File: src/rtl/sobel_window_gen_if.sv
// sobel_window_gen_if: pixel-in / window-out bundle for sobel_window_gen.
// Carries sof only when SOBEL_WIN_SOF_EN is defined.
interface sobel_window_gen_if #(parameter int IMG_W = 100, IMG_H = 100, PIX_W = 8);
  logic [PIX_W-1:0] pix_in;
  logic pix_valid;
`ifdef SOBEL_WIN_SOF_EN
  logic sof;
`endif
  logic [3*PIX_W-1:0] row1, row2, row3;
  logic win_valid, frame_done;
  logic [$clog2(IMG_H)-1:0] win_row;
  logic [$clog2(IMG_W)-1:0] win_col;
  modport master(
`ifdef SOBEL_WIN_SOF_EN
    output sof,
`endif
    output pix_in, pix_valid,
    input row1, row2, row3, win_valid, frame_done, win_row, win_col);
  modport slave(
`ifdef SOBEL_WIN_SOF_EN
    input sof,
`endif
    input pix_in, pix_valid,
    output row1, row2, row3, win_valid, frame_done, win_row, win_col);
endinterface

File: src/rtl/sobel_window_gen.sv
// sobel_window_gen: raster pixel stream to 3x3 windows (left column in MSBs) for sobel.
// SOBEL_WIN_SOF_EN adds sof: an accepted pixel with sof is taken as pixel (0,0).
module sobel_window_gen #(parameter int IMG_W = 100, IMG_H = 100, PIX_W = 8) (
  input logic clk,
  input logic rst_n,
  sobel_window_gen_if.slave s
);
  localparam int CW = $clog2(IMG_W);
  localparam int RW = $clog2(IMG_H);
  logic [PIX_W-1:0] lb_a [IMG_W];
  logic [PIX_W-1:0] lb_b [IMG_W];
  logic [CW-1:0] col, cc;
  logic [RW-1:0] row, rr;
  logic [3*PIX_W-1:0] top, mid, bot, top_n, mid_n, bot_n;
  logic sof_hit, emit, col_last, row_last;
`ifdef SOBEL_WIN_SOF_EN
  assign sof_hit = s.pix_valid && s.sof;
`else
  assign sof_hit = 1'b0;
`endif
  // cc/rr: effective position of the current pixel, forced to (0,0) on resync
  always_comb begin
    cc = sof_hit ? '0 : col;
    rr = sof_hit ? '0 : row;
    col_last = cc == CW'(IMG_W - 1);
    row_last = rr == RW'(IMG_H - 1);
    top_n = {top[2*PIX_W-1:0], lb_b[cc]};
    mid_n = {mid[2*PIX_W-1:0], lb_a[cc]};
    bot_n = {bot[2*PIX_W-1:0], s.pix_in};
    emit = s.pix_valid && rr >= RW'(2) && cc >= CW'(2);
  end
  // line buffers are not reset; the r>=2 gate keeps stale contents out of windows
  always_ff @(posedge clk) begin
    if (s.pix_valid) begin
      lb_b[cc] <= lb_a[cc];
      lb_a[cc] <= s.pix_in;
    end
  end
  always_ff @(posedge clk or negedge rst_n) begin
    if (!rst_n) begin
      col <= '0;
      row <= '0;
      top <= '0;
      mid <= '0;
      bot <= '0;
      s.row1 <= '0;
      s.row2 <= '0;
      s.row3 <= '0;
      s.win_row <= '0;
      s.win_col <= '0;
      s.win_valid <= 1'b0;
      s.frame_done <= 1'b0;
    end else begin
      s.win_valid <= emit;
      s.frame_done <= emit && row_last && col_last;
      if (s.pix_valid) begin
        top <= top_n;
        mid <= mid_n;
        bot <= bot_n;
        col <= col_last ? '0 : cc + 1'b1;
        row <= col_last ? (row_last ? '0 : rr + 1'b1) : rr;
      end
      if (emit) begin
        s.row1 <= top_n;
        s.row2 <= mid_n;
        s.row3 <= bot_n;
        s.win_row <= rr - 1'b1;
        s.win_col <= cc - 1'b1;
      end
    end
  end
endmodule

File: src/flat_wrapper.sv
// flat-port wrapper written by rule: the top's interface ports become plain ports
module sobel_window_gen_flat 
#(parameter int IMG_W = 100, IMG_H = 100, PIX_W = 8)
  (clk, rst_n, s_pix_in, s_pix_valid, s_row1, s_row2, s_row3, s_win_valid, s_frame_done, s_win_row, s_win_col);
  sobel_window_gen_if #(.IMG_W(IMG_W), .IMG_H(IMG_H), .PIX_W(PIX_W)) s_i ();
  input logic clk;
  input logic rst_n;
  input wire logic [$bits(s_i.pix_in)-1:0] s_pix_in;
  input wire logic [$bits(s_i.pix_valid)-1:0] s_pix_valid;
  output wire logic [$bits(s_i.row1)-1:0] s_row1;
  output wire logic [$bits(s_i.row2)-1:0] s_row2;
  output wire logic [$bits(s_i.row3)-1:0] s_row3;
  output wire logic [$bits(s_i.win_valid)-1:0] s_win_valid;
  output wire logic [$bits(s_i.frame_done)-1:0] s_frame_done;
  output wire logic [$bits(s_i.win_row)-1:0] s_win_row;
  output wire logic [$bits(s_i.win_col)-1:0] s_win_col;
  assign s_i.pix_in = s_pix_in;
  assign s_i.pix_valid = s_pix_valid;
  assign s_row1 = s_i.row1;
  assign s_row2 = s_i.row2;
  assign s_row3 = s_i.row3;
  assign s_win_valid = s_i.win_valid;
  assign s_frame_done = s_i.frame_done;
  assign s_win_row = s_i.win_row;
  assign s_win_col = s_i.win_col;
  sobel_window_gen #(.IMG_W(IMG_W), .IMG_H(IMG_H), .PIX_W(PIX_W)) u_core (.clk(clk), .rst_n(rst_n), .s(s_i));
endmodule
File: config.mk
export PLATFORM = sky130hd
export DESIGN_NAME = sobel_window_gen_flat
export DESIGN_NICKNAME = d
export VERILOG_FILES = /design/src/rtl/sobel_window_gen_if.sv /design/src/rtl/sobel_window_gen.sv /design/src/flat_wrapper.sv
export SDC_FILE = /design/constraint.sdc
export NUM_CORES = 2
export LEC_CHECK = 0
export CAP_MARGIN = 20
export CORE_AREA = 2 2 421 381
export DETAILED_ROUTE_END_ITERATION = 8
export DIE_AREA = 0 0 423 383
export HOLD_SLACK_MARGIN = 0.15
export SLEW_MARGIN = 20
export SYNTH_ARGS = -nofsm -noshare
export SYNTH_HDL_FRONTEND = slang
export SYNTH_SLANG_ARGS = --single-unit
File: constraint.sdc
create_clock -name clk -period 7.85 [get_ports clk]
set_input_delay 1.57 -clock clk [delete_from_list [all_inputs] [get_ports clk]]
set_output_delay 1.57 -clock clk [all_outputs]
set_load 0.02 [all_outputs]
==> flow_summary.yaml <==
run_status:
  status: "finished, final reports clean"
cells_and_area:
  final_area_sq_um: 76800
  drive_gt1_share_pct: 15.4
  layout.cells.non_filler: 6504
  multiInputGateArea_sq_um: 14200
  mostFrequentLayoutCells: "1,600 x edfxtp_1, 386 x a221oi_1, 296 x nand2_1"
  seqCellArea_sq_um: 51800
  syn_to_final_growth_pct: 13.9
  final_common_cell: "edfxtp_1"
  fillers: 13300
  fin_nets: 4271
global_route:
  grt_start_max_net_pins: 103
  gr-total-overflow: 0
  grt_pass1_vias: 39900
  grt_use_total_pct: 28.1
  antenna_found_initial: 13
  grt_first_pass_wirelength_microns: 321000
power_and_ir_drop:
  ir_drop_mv: 0.340
  power.density_nw_per_um2: 396
  p_leak_uw: 0.0247
  finalPower_uw: 30400
yosys:
  synth-seq-cells: 1750
  syn_area_per_cell_sq_um: 16.5
  synthesis.area_sq_um: 67400
  synth_cell_types: 83
  synthFlopType: "edfxtp_1"
  async_reset_ff_share_pct: 8.57
  syn_nets: 4100
  synth-edff-count: 1600
  syn_inst: 4083
  yosysSeqAreaShare_pct: 76.8
  ys_warn_count: 0
sta:
  min_period_over_period_pct: 73.7
  rsz0062_at_grt: "no"
  tightest_slew_ps: 1260
  fin_skew_ps: 47.4
  fmax_mhz: 173
  hold_viol_final: 0
  max_slew_margin_pct: 15.3
  setup_viol: 0
  drv_slew: 0
  setup_tns_ps: 0
  min_period_ps: 5780
place:
  dpl_cell_area_sq_um: 71600
  dp.cells: 6200
  gp_congestion: 0.977
  dpl.hpwl_microns: 137000
  numPortBuffers: 98
setup_path:
  r2r_slack_ps: 2070
  r2r-start: "u_core.cc[1]"
  crit_end: "u_core.lb_b[25][3]"
  crit_path_max_incr_delay_ps: 1020
  critPathRequiredTime_ps: 8170
  crit_type: "flip-flop to flip-flop"
  end_kind: "flip-flop"
  crit_fanout: 102
  cp_cell_sequence: "nor2_4, buf_12, a221oi_1, nor2_1, o21ai_0, o311ai_0, nor4b_2, nand2_8"
  slowest_stage: "dfrtp_4"
  cp.arrival_ps: 6100
  r2r_cells: 8
  crit_start: "u_core.cc[1]"
  cp-start-kind: "flip-flop"
  r2r_end: "u_core.lb_b[25][3]"
clock_network:
  post_cts_buffers: 0
  path_clk_slew_ps: 60
  cts_tree: "built"
  clockRootBuffer: "clkbuf_16"
  cts_hold_buf: 0
  clk_path_buf_depth: 3
  cts-resized-gates: 0
  htreeDepth: 4
  clock_latency_ps: 830
  cts_buffers: 166
  clock_sinks: 1750
floorplanning:
  die_w_microns: 423
  row_count: 139
  die_y_microns: 383
  initial_core_util_pct: 42.6
  die-area_sq_um: 162000
  io_pins: 99
  core_region_area_sq_um: 158000
routing:
  routed_via_density: 6.56
  drt_iter0_drc: 8251
  vias: 42700
  firstDrtPassIters: 9
  drtAntennaViolNets: 0
  drc: 0
  totalWireLength_microns: 231000
  wl_per_cell_microns: 35.5
flow_run:
  cap_violations: 0
worst_hold_path:
  hold_class: "flip-flop to flip-flop"
[cells by family (layout without fill, tap and decap cells)]
group | Yosys count | count (layout) | synth area share (%)
compound gates | 1076 | 1076 | 11.9
buf+inv | 332 | 636 | 2.35
simple gates | 716 | 716 | 4.73
mux | 189 | 189 | 3.87
fa+ha+maj | 6 | 6 | 0.111
other cells | 0 | 2 | 0
xor+xnor | 14 | 14 | 0.182
flops | 1750 | 1750 | 76.8
[flip-flops by register name (all words and copies together), names as in the netlist]
name and count:
u_core.s.frame_done 1, u_core.s.row3 24, u_core.s.row1 24, u_core.mid 16, u_core.s.row2 24, u_core.lb_a 800
u_core.bot 16, u_core.s.win_col 7, u_core.cc 7, u_core.lb_b 800, u_core.s.win_valid 1, u_core.row 7
u_core.top 16, u_core.s.win_row 7
[worst min path at each step]
stage	start	endpoint	slack, ps	cells after the start
after floorplan	u_core.top[8]	u_core.s.row1[16]	430	2
after global placement	u_core.top[11]	u_core.s.row1[19]	450	2
after detailed placement	u_core.top[14]	u_core.s.row1[22]	450	2
after CTS	u_core.top[15]	u_core.s.row1[23]	470	2
after global routing	u_core.s.row3[15]	u_core.s.row3[15]	490	2
final	u_core.bot[15]	u_core.s.row3[23]	460	2
[synthesized netlist by cell type (11+ instances only)]
cell      instances  area share [%]
mux2_2          101             1.7
buf_4            26            0.29
o22ai_1          55            0.51
nand3_1          26            0.19
o221ai_1         21            0.27
buf_6            12            0.20
a211oi_1         13            0.14
edfxtp_1       1600              71
nand2_1         298             1.7
a221o_1          19            0.28
xnor2_1          11            0.14
buf_2           123            0.91
a222oi_1         26            0.39
mux4_2           47             1.6
o21ai_0         126            0.94
nor2_1          226             1.3
a21oi_1         151             1.1
o211ai_1         11            0.12
a22oi_1         125             1.4
a221oi_1        386             5.0
nor3_1           47            0.35
a22o_1           14            0.18
clkbuf_1        114            0.63
mux2i_1          37            0.55
dfrtp_1         150             5.6
a21o_1           27            0.30
buf_1            43            0.24
nor2b_1          38            0.35
a31oi_1          15            0.14
[layout make-up]
cell class | count | area share (%)
diodes | 2 | 0.00652
clock buffers | 215 | 5.81
clock inverters | 86 | 0.908
inverters | 14 | 0.0847
multi-input cells | 2001 | 18.6
flip-flops and latches | 1750 | 67.5
well taps | 2115 | 3.45
repair buffers | 321 | 3.72
[stage by stage]
step	setup WS, ps	hold slack, ps	utilization [%]
detailed placement	2490	450	45.2
floorplan	1050	435	-
finish	2070	457	48.5
global route	2380	492	48.5
CTS	2470	469	48.5
global placement	2330	446	45.2
[where the power goes]
group	switching [uW]	internal (uW)	leakage (uW)
Sequential	376	12400	0.0162
Clock	3480	4310	0.00250
Combinational	7460	2390	0.00606
[routing by layer]
metal  part of all wire, %  track usage, %  up-vias
met5                 0.040               0        -
met4                   4.4            11.6       14
met3                    14            9.17      490
met2                    43            40.2     3157
met1                    39            39.5    22100
li1                      -               -    16900
[critical path: cells and delay by family (launching register included)]
kind	cells	cell delay [ps]
buffers and inverters	1	320
AO/OA/AOI/OAI	3	1940
AND/OR/NAND/NOR	4	1750
flip-flops	1	1020
Note: power is estimated with default switching activity, not from simulation.
